==> config.mk <==
export PLATFORM = sky130hd
export DESIGN_NAME = axis_vio_burst_driver_flat
export DESIGN_NICKNAME = d
export VERILOG_FILES = /design/src/rtl/axis_vio_burst_driver_if.sv /design/src/rtl/axis_vio_burst_driver.sv /design/src/flat_wrapper.sv
export SDC_FILE = /design/constraint.sdc
export NUM_CORES = 1
export LEC_CHECK = 0
export CAP_MARGIN = 30
export CORE_MARGIN = 5
export CORE_UTILIZATION = 51
export DETAILED_ROUTE_END_ITERATION = 12
export PLACE_DENSITY = 0.83
export SYNTH_ARGS = -nofsm -noshare
export SYNTH_HDL_FRONTEND = slang
export SYNTH_SLANG_ARGS = --single-unit
==> constraint.sdc <==
create_clock -name clock -period 7.45 [get_ports clock]
set_input_delay 1.49 -clock clock [delete_from_list [all_inputs] [get_ports clock]]
set_output_delay 1.49 -clock clock [all_outputs]
set_load 0.01 [all_outputs]
==> src/rtl/axis_vio_burst_driver_if.sv <==
// AXI-Stream bundle driven by axis_vio_burst_driver.
// The master modport is the stream source; the slave modport is the consuming block.
interface axis_vio_burst_driver_if #(
    parameter int DATA_W = 64
);
    logic [DATA_W-1:0]   tdata;
    logic                tvalid;
    logic                tready;
    logic                tlast;
    logic [DATA_W/8-1:0] tkeep;
    logic                tuser;

    modport master (output tdata, tvalid, tlast, tkeep, tuser, input tready);
    modport slave  (input tdata, tvalid, tlast, tkeep, tuser, output tready);
endinterface

==> src/rtl/axis_vio_burst_driver.sv <==
// VIO-triggered AXI-Stream burst source with status counters and an LED heartbeat.
// Optional watchdog abort on a stalled stream is built when AXIS_DRV_TIMEOUT_EN is defined.
module axis_vio_burst_driver #(
    parameter int DATA_W = 64,
    parameter int LEN_W  = 8,
    parameter int HB_W   = 27,
    parameter int TO_W   = 16
) (
    input  logic                   clock,
    input  logic                   reset,
    input  logic                   start,
    input  logic [LEN_W-1:0]       burst_len,
    input  logic [DATA_W-1:0]      seed,
    input  logic [DATA_W-1:0]      step,
    input  logic                   mode_inc,
    axis_vio_burst_driver_if.master m_axis,
    output logic                   busy,
    output logic                   done,
    output logic [LEN_W-1:0]       beats_sent,
    output logic [15:0]            bursts_done,
    output logic                   timeout_err,
    output logic                   heartbeat
);

    typedef enum logic [1:0] {
        IDLE = 2'd0,
        SEND = 2'd1,
        DONE = 2'd2
    } state_t;

    state_t            state, state_nxt;
    logic              start_q;
    logic              rise;
    logic              hs;
    logic              last_beat;
    logic              wd_abort;
    logic [LEN_W-1:0]  len_q;
    logic [DATA_W-1:0] cur_q;
    logic [DATA_W-1:0] step_q;
    logic              mode_q;
    logic [HB_W-1:0]   hb_cnt;

    // A held level must not retrigger, so only the 0->1 transition counts.
    assign rise      = start & ~start_q;
    assign hs        = (state == SEND) & m_axis.tready;
    assign last_beat = (beats_sent == len_q - LEN_W'(1));

    // Stream outputs decode straight from registers, so an async reset clears them at once.
    assign m_axis.tvalid = (state == SEND);
    assign m_axis.tdata  = cur_q;
    assign m_axis.tuser  = m_axis.tvalid & (beats_sent == '0);
    assign m_axis.tlast  = m_axis.tvalid & last_beat;
    assign m_axis.tkeep  = {(DATA_W/8){m_axis.tvalid}};
    assign busy          = (state == SEND);
    assign done          = (state == DONE);
    assign heartbeat     = hb_cnt[HB_W-1];

    always_ff @(posedge clock or posedge reset) begin
        if (reset) state <= IDLE;
        else       state <= state_nxt;
    end

    always_comb begin
        // NOTE: default first so every path assigns state_nxt and no latch is inferred.
        state_nxt = state;
        case (state)
            IDLE: if (rise) state_nxt = SEND;
            SEND: begin
                if (wd_abort)            state_nxt = IDLE;
                else if (hs && last_beat) state_nxt = DONE;
            end
            DONE:    state_nxt = IDLE;
            default: state_nxt = IDLE;
        endcase
    end

    // NOTE: sequential state uses non-blocking assignments so all registers update from pre-edge values.
    always_ff @(posedge clock or posedge reset) begin
        if (reset) begin
            start_q     <= 1'b0;
            len_q       <= '0;
            cur_q       <= '0;
            step_q      <= '0;
            mode_q      <= 1'b0;
            beats_sent  <= '0;
            bursts_done <= '0;
            hb_cnt      <= '0;
        end else begin
            start_q <= start;
            hb_cnt  <= hb_cnt + HB_W'(1);
            if (state == IDLE && rise) begin
                len_q      <= (burst_len == '0) ? LEN_W'(1) : burst_len;
                cur_q      <= seed;
                step_q     <= step;
                mode_q     <= mode_inc;
                beats_sent <= '0;
            end
            if (hs) begin
                beats_sent <= beats_sent + LEN_W'(1);
                if (mode_q) cur_q <= cur_q + step_q;
            end
            if (state == DONE) bursts_done <= bursts_done + 16'd1;
        end
    end

`ifdef AXIS_DRV_TIMEOUT_EN
    localparam logic [TO_W-1:0] WD_LIMIT = {TO_W{1'b1}} - TO_W'(1);

    logic [TO_W-1:0] wd_cnt;
    logic            timeout_q;

    // Abort on the stall cycle that carries the count to all-ones.
    assign wd_abort    = (state == SEND) & ~m_axis.tready & (wd_cnt == WD_LIMIT);
    assign timeout_err = timeout_q;

    always_ff @(posedge clock or posedge reset) begin
        if (reset) begin
            wd_cnt    <= '0;
            timeout_q <= 1'b0;
        end else begin
            if (state == SEND && !m_axis.tready) wd_cnt <= wd_cnt + TO_W'(1);
            else                                 wd_cnt <= '0;
            if (wd_abort) timeout_q <= 1'b1;
        end
    end
`else
    assign wd_abort    = 1'b0;
    assign timeout_err = 1'b0;
`endif

endmodule

==> src/flat_wrapper.sv <==
// flat-port wrapper written by rule: the top's interface ports become plain ports
module axis_vio_burst_driver_flat 
#(
    parameter int DATA_W = 64,
    parameter int LEN_W  = 8,
    parameter int HB_W   = 27,
    parameter int TO_W   = 16
)
  (clock, reset, start, burst_len, seed, step, mode_inc, busy, done, beats_sent, bursts_done, timeout_err, heartbeat, m_axis_tdata, m_axis_tvalid, m_axis_tlast, m_axis_tkeep, m_axis_tuser, m_axis_tready);
  axis_vio_burst_driver_if #(.DATA_W(DATA_W)) m_axis_i ();
  input  logic clock;
  input  logic reset;
  input  logic start;
  input  logic [LEN_W-1:0] burst_len;
  input  logic [DATA_W-1:0] seed;
  input  logic [DATA_W-1:0] step;
  input  logic mode_inc;
  output logic busy;
  output logic done;
  output logic [LEN_W-1:0] beats_sent;
  output logic [15:0] bursts_done;
  output logic timeout_err;
  output logic heartbeat;
  output wire logic [$bits(m_axis_i.tdata)-1:0] m_axis_tdata;
  output wire logic [$bits(m_axis_i.tvalid)-1:0] m_axis_tvalid;
  output wire logic [$bits(m_axis_i.tlast)-1:0] m_axis_tlast;
  output wire logic [$bits(m_axis_i.tkeep)-1:0] m_axis_tkeep;
  output wire logic [$bits(m_axis_i.tuser)-1:0] m_axis_tuser;
  input wire logic [$bits(m_axis_i.tready)-1:0] m_axis_tready;
  assign m_axis_tdata = m_axis_i.tdata;
  assign m_axis_tvalid = m_axis_i.tvalid;
  assign m_axis_tlast = m_axis_i.tlast;
  assign m_axis_tkeep = m_axis_i.tkeep;
  assign m_axis_tuser = m_axis_i.tuser;
  assign m_axis_i.tready = m_axis_tready;
  axis_vio_burst_driver #(.DATA_W(DATA_W), .LEN_W(LEN_W), .HB_W(HB_W), .TO_W(TO_W)) u_core (.clock(clock), .reset(reset), .start(start), .burst_len(burst_len), .seed(seed), .step(step), .mode_inc(mode_inc), .m_axis(m_axis_i), .busy(busy), .done(done), .beats_sent(beats_sent), .bursts_done(bursts_done), .timeout_err(timeout_err), .heartbeat(heartbeat));
endmodule
Word-level counts from Yosys, hierarchy flattened
Cells that the tools add are included.

Bits in registers: 191. Bits of input ports: 141. Word-level logic and storage cells: 40.

Add/sub/neg operators: 5. Equal/unequal tests: 5. Mux-type cells: 9. Bitwise gates (word level): 5. Reductions and logical operators: 7.

Operators with widths (number): $mux 64 (3); $add 64x64->64 (1); $add 27x1->27 const B (1); $mux 8 (3); $add 16x1->16 const B (1); $logic_not 8->1 (2); $add 8x1->8 const B (1); $eq 8x8->1 (1); $sub 8x1->8 const B (1); $and 1x1->1 (4); $mux 2 (2); $pmux 2 s2 (1); $eq 2x1->1 const B (1); $eq 2x2->1 const B (1); $logic_and 1x1->1 (2); $logic_not 2->1 (1); $ne 2x1->1 const B (1); $ne 2x2->1 const B (1); $reduce_and 2->1 (1); $reduce_bool 2->1 (1); $not 1->1 (1).

Longest topological paths before layout
Gate-level depths: netlist of the first run.

Word-level depth: 6. Depth in mapped cells: 12. Gate-level depth less buffers: 12.

Worst setup path before layout of the first run
Ideal clock, no wire load.

Path type: flip-flop to output port. Start point: register u_core.len_q[2]. End point: output port m_axis_tlast. Data arrival time: 1817 ps. Required time: 5960 ps. Slack: 4143 ps. Cell stages (with the launch flop): 8. Path through: dfrtp_1 nor2_1 nor4b_1 a31oi_1 nor4_1 nand2_1 a211o_1 nor2_1.

Word-level cells in the longest chain between the ends: 3.

RTL lines: from (decl) (line axis_vio_burst_driver.sv:37) `logic [LEN_W-1:0] len_q;`; from (signal assigned) (line axis_vio_burst_driver.sv:92) `len_q <= (burst_len == '0) ? LEN_W'(1) : burst_len;`; $sub 8x1->8 (line axis_vio_burst_driver.sv:46) `assign last_beat = (beats_sent == len_q - LEN_W'(1));`; $eq 8x8->1 (line axis_vio_burst_driver.sv:46); $and 1x1->1 (line axis_vio_burst_driver.sv:52) `assign m_axis.tlast = m_axis.tvalid & last_beat;`; to (decl) (line flat_wrapper.sv:26) `output wire logic [$bits(m_axis_i.tlast)-1:0] m_axis_tlast;`.

No other way between the ends.

Worst setup path in the final report of the first run
Same ends and word-level chain as after synthesis.

==> run metrics, run 1 <==
FF-to-FF setup slack 3.53 ns; vias in the first global route 11.5k; Slew headroom 32.8%; Root Buffer Master clkbuf_16; Synthesized Nets 1,713; Yosys top cell by area dfrtp_1; Ys Warns 0; Final Max Tran Viols 0; Seq cells post-synth 191; hold endpoint u_core.hb_cnt[10]; CP endpoint kind output pin; largest net degree at the start of global routing 139; Die Y 165 microns; Gate Count Post-Synth 1,503; Data arrival, critical path 3.01 ns; commonest cells after routing, fill and taps aside 421 x nand2_1, 242 x clkdlybuf4s50_1, 191 x dfrtp_1; Leak 7.04 nW; I/O Pins 244; vias per cell 5.81; worst min path class register to register; Synth area leaders dfrtp_1 39%, nand2_1 13%, ha_1 7.0%; Layout Skew 0.0118 ns; Die X 165 microns; critical path class register to output pin; I/O Buffers 242; ant diodes 0; count of distinct cell types in the synthesized netlist 67; DPL Wire Length 25,800 microns; TNS Setup 0 ns; drt total wl 35,100 microns; die area 27,100 sq um; total global-route track usage 25.6%; post-synthesis async set-or-reset flop share 100%; Critical Path RT 5.96 ns; Pwr Total 7.60 mW; DR iter-0 viols 933; Clk pwr share 13.3%; Core ar. 23,500 sq um; Post-synth EDFFs 0; switching part of the total 47.6%; share of cells above drive strength 1 3.36%; mean instance size in the synthesized netlist 8.10 sq um; RSZ-0062 raised after global routing false; Bufs on Longest Clock Path 2; Routed WL per cell 17.4 microns; CTS clk-pin slew, worst paths 0.09 ns; MaxCap Viol Count 0; CP max FO 6; Synth Flop Type dfrtp_1; Power Density 495 nW/um^2; worst skew pair latency 0.45 ns; Switch Pwr 3.62 mW; Seq/Total Area, Yosys 39.3%; initial antenna violation count 2; hold path startpoint u_core.hb_cnt[10]; post-route ant nets 0; routed via count 11.7k; Worst Max-Slew Pin Slew 0.983 ns; P&R area growth vs syn 26.3%; clock tree from TritonCTS built; Max H-tree Level 4; Row Count 56; RD Place Congestion 0.934; Tmin final 4.50 ns; Post-CTS Hold Buffers 0; fin crit share 60.4%; # clock sinks 191; fmax 0.222 GHz; WHS Path Cells 1; fill count 1,889; Starting Density 51.9%; Seq pwr share 23.6%; Setup violations, final 0; top-area cell type share of the netlist area 39.3%; overflow left after global routing 0; Register-to-Register Path Depth 11; commonest non-fill, non-tap cell in the layout nand2_1; Syn Std Cell Area 12,200 sq um; NumNets Final 1,894; iteration count of the initial detailed-routing pass 5; Worst VDD drop 0.000253 V; TritonCTS buffer count 17; Internal Dissipation 3.98 mW; Final Hold Fails 0; combinational power share 63.1%; startpoint types register; # DRC 0; status complete, no violations; first-pass GRT wire length 56,800 microns; Post-CTS Resized 0; worst r2r dst u_core.m_axis.tdata[59]; postcts setup bufs 0; FF-to-FF Start u_core.m_axis.tdata[8]
flip-flops by register name, summed over array words and instances (netlist names):
signal	flops
u_core.mode_q	1
u_core.bursts_done	16
u_core.beats_sent	8
u_core.step_q	64
u_core.len_q	8
u_core.start_q	1
u_core.state	2
u_core.m_axis.tdata	64
u_core.hb_cnt	27
cell usage after synthesis, types with 3 or more instances:
cell type  instances
o211ai_1           5
o21bai_1          10
o21a_1             7
nor4b_1            4
nor2_1            99
nand2_1          422
and3_1            24
nor2b_1           14
o21ai_0           63
nand4_1           36
a21boi_0           8
buf_4             10
nand3_1           30
a21o_1            41
o31ai_1            6
a21oi_1           91
o21ai_1            4
and4_1             6
ha_1              68
buf_1             10
nor3_1            14
a221oi_1           4
a311oi_1           3
buf_2              6
dfrtp_1          191
and2_1             6
a211oi_1           6
a211o_1            3
a31oi_1           57
a2111oi_0          3
mux2i_1            3
nand2b_1          11
clkbuf_1          58
inv_1             29
nor4_1             8
a31o_2             3
xor2_1            33
xnor2_1           72
power groups by stage:
stage	registers [mW]	logic [mW]	clock network, mW
floorplan	1.78	3.32	0
global placement	1.79	4.54	0
detailed placement	1.80	4.66	0
CTS	1.79	4.72	1.02
global route	1.84	5.25	1.06
finish	1.79	4.80	1.01
metal layers:
| metal | share of wire (%) | track usage, % |
|---|---|---|
| met1 | 44 | 34.8 |
| met4 | 1.9 | 6.73 |
| met5 | 0.071 | 0 |
| met3 | 7.5 | 5.52 |
| met2 | 47 | 41.7 |
layout make-up:
cell class / count / area (sq um) / area share (%)
inverters: 29 / 114 / 0.740
flip-flops and latches: 191 / 4780 / 31.1
multi-input cells: 1197 / 6940 / 45.1
repair buffers: 248 / 2490 / 16.2
clock buffers: 17 / 425 / 2.77
clock inverters: 15 / 231 / 1.51
well taps: 319 / 399 / 2.60
how the worst max path moves through the flow:
stage                               start                      end  slack (ns)  depth (start not counted)
after floorplan                     reset     u_core.beats_sent[0]        0.76                          1
after global placement              start  u_core.m_axis.tdata[56]        3.39                          7
after detailed placement            start  u_core.m_axis.tdata[56]        3.37                          7
after CTS                 u_core.len_q[2]             m_axis_tlast        2.95                          8
after global routing      u_core.len_q[2]             m_axis_tlast        2.66                          8
final                     u_core.len_q[2]             m_axis_tlast        2.95                          8
worst max-delay path, stage by stage, from the launching register on:
cell	delay, ns
dfrtp_1	0.45
nor2_1	0.18
nor4b_1	0.46
a31oi_1	0.16
nor4_1	0.30
nand2_1	0.10
a211o_1	0.26
nor2_1	0.10
clkdlybuf4s50_1	0.55
kinds of logic (layout without fill, tap and decap cells):
logic type	after synthesis	after routing	synth area share, %
simple gates	686	686	24.5
compound gates	332	332	17.3
flops	191	191	39.3
buf+inv	115	309	3.94
xor+xnor	105	105	7.55
fa+ha+maj	69	69	7.15
mux	4	4	0.339
other cells	1	1	0.0308
per-stage QoR:
| step | hold WS (ns) | instances | worst slack, ns | utilization [%] | instance area, sq um |
|---|---|---|---|---|---|
| 2_1_floorplan | 0.415 | 1503 | 0.761 | - | 12200 |
| 3_3_place_gp | 0.433 | 1983 | 3.39 | 62.6 | 14700 |
| 3_5_place_dp | 0.456 | 1984 | 3.37 | 62.7 | 14700 |
| 4_1_cts | 0.473 | 2016 | 2.95 | 65.5 | 15400 |
| 5_1_grt | 0.490 | 2016 | 2.66 | 65.5 | 15400 |
| 6_report | 0.471 | 2016 | 2.95 | 65.5 | 15400 |
(Power assumes the default switching activity.)
==> run 2: changes to the inputs <==
CORE_UTILIZATION = 48   (was 51)
PLACE_DENSITY = 0.82   (was 0.83)
clock period = 3.9 ns   (was 7.45 ns; I/O delays follow)
==> run metrics, run 2 (synthesis results as in run 1) <==
status complete, no violations; area of the multi-input gates 6950 sq um; Slowest cell on crit path clkdlybuf4s50_1; Root Buffer Master clkbuf_16; CP endpoint kind output pin; Final Hold Fails 0; CP max FO 6; die area 28,700 sq um; non-filler instance count after layout 2,031; routed via count 11.6k; first-pass GRT wire length 57,700 microns; Starting Density 48.5%; Layout Skew 0.0165 ns; worst-path cell chain nor2_2 > nor4b_4 > a31oi_1 > nor4_1 > nand2_1 > a211o_1 > nor2_1 > clkdlybuf4s50_1; Slew headroom 38.1%; clock tree from TritonCTS built; met2 wire length 16,400 microns; FF-to-FF Start u_core.m_axis.tdata[4]; worst skew pair latency 0.45 ns; overflow left after global routing 0; Core ar. 25,100 sq um; pre-CTS setup slack 0.291 ns; commonest cells after routing, fill and taps aside 421 x nand2_1, 242 x clkdlybuf4s50_1, 191 x dfrtp_1; initial antenna violation count 1; fmax 0.276 GHz; Post-CTS Hold Buffers 0; Max H-tree Level 4; fin crit share 93.1%; Worst Max-Slew Pin Slew 0.929 ns; TNS Setup 0 ns; fill count 2,125; RSZ-0062 raised after global routing false; I/O Buffers 242; share of cells above drive strength 1 3.70%; Bufs on Longest Clock Path 2; MaxCap Viol Count 0; commonest non-fill, non-tap cell in the layout nand2_1; postcts setup bufs 0; largest net degree at the start of global routing 119; # clock sinks 191; I/O Pins 244; vias per cell 5.71; setup ws final 0.271 ns; Setup violations, final 0; Final Max Tran Viols 0; met3 routed WL 2320 microns; Post-Place Cells 1,999; Row Count 58; Power Density 940 nW/um^2; Leak 7.08 nW; Tmin final 3.63 ns; DR iter-0 viols 964; Worst VDD drop 0.000423 V; Slowest Stage Delay on Critical Path 0.55 ns; met1 WL 15,700 microns; post-route ant nets 0; Die Y 169 microns; hold path startpoint u_core.hb_cnt[26]; DPL Wire Length 26,300 microns; ant diodes 0; drt total wl 35,500 microns; TritonCTS buffer count 17; highest routed metal layer met5; critical path class register to output pin; # DRC 0; iteration count of the initial detailed-routing pass 8; Data arrival, critical path 2.85 ns; worst min path class register to register; Critical Path Start u_core.len_q[2]; RD Place Congestion 0.916; Critical Path RT 3.12 ns; total global-route track usage 24.4%; P&R area growth vs syn 27.0%; Routed WL per cell 17.5 microns; CTS clk-pin slew, worst paths 0.09 ns; hold_ws 0.471 ns; register area 4780 sq um; Die X 169 microns; vias in the first global route 11.5k; NumNets Final 1,898; startpoint types register
run 2: area by class of cell:
type / instances / share of cell area, %
multi-input cells: 1197 / 45.0
clock buffers: 17 / 2.75
well taps: 330 / 2.67
clock inverters: 15 / 1.44
flip-flops and latches: 191 / 30.9
inverters: 29 / 0.728
repair buffers: 252 / 16.6
run 2: final timing paths:
check	to	slack, ns	cells past startpoint
worst min register to register	u_core.hb_cnt[26]	0.47	1
min in group asynchronous	u_core.step_q[45]	0.79	3
worst min-delay path	u_core.hb_cnt[26]	0.47	1
worst max-delay path	m_axis_tlast	0.27	8
max in group asynchronous	u_core.m_axis.tdata[11]	2.48	3
worst max register to register	u_core.m_axis.tdata[58]	0.32	11
run 2: critical path, delay by kind of cell (launching register included):
kind	cells	cell delay, ns
compound gates	2	0.39
simple gates	5	1.01
flops	1	0.45
buf+inv	1	0.55
run 2: metal layers:
layer / vias to the layer above / GRT usage, %
met1: 5520 / 33.0
met5: - / 0
met2: 432 / 39.2
met3: 85 / 4.78
met4: 2 / 9.17
li1: 5558 / -
run 2: stage by stage:
step                area [sq um]  power [mW]  utilization, %
finish                     15500        14.5            61.6
detailed placement         14800        12.4            58.9
floorplan                  12200        9.74               -
global route               15500        15.7            61.6
CTS                        15500        14.4            61.6
global placement           14800        12.2            58.9
run 2: where the power goes:
part           leakage, nW  switching, mW  total (mW)  internal [mW]
sequential            2.38          0.683        3.42           2.74
clock                0.312           1.01        1.93          0.918
combinational         4.38           5.21        9.18           3.97
total                 7.08           6.91        14.5           7.63
run 2: repair_timing:
| action | 4_1_cts | 5_1_grt |
|---|---|---|
| gates resized for setup | 1 | 3 |
| endpoints found under the setup margin | 1 | 2 |
| pin swaps | 0 | 0 |
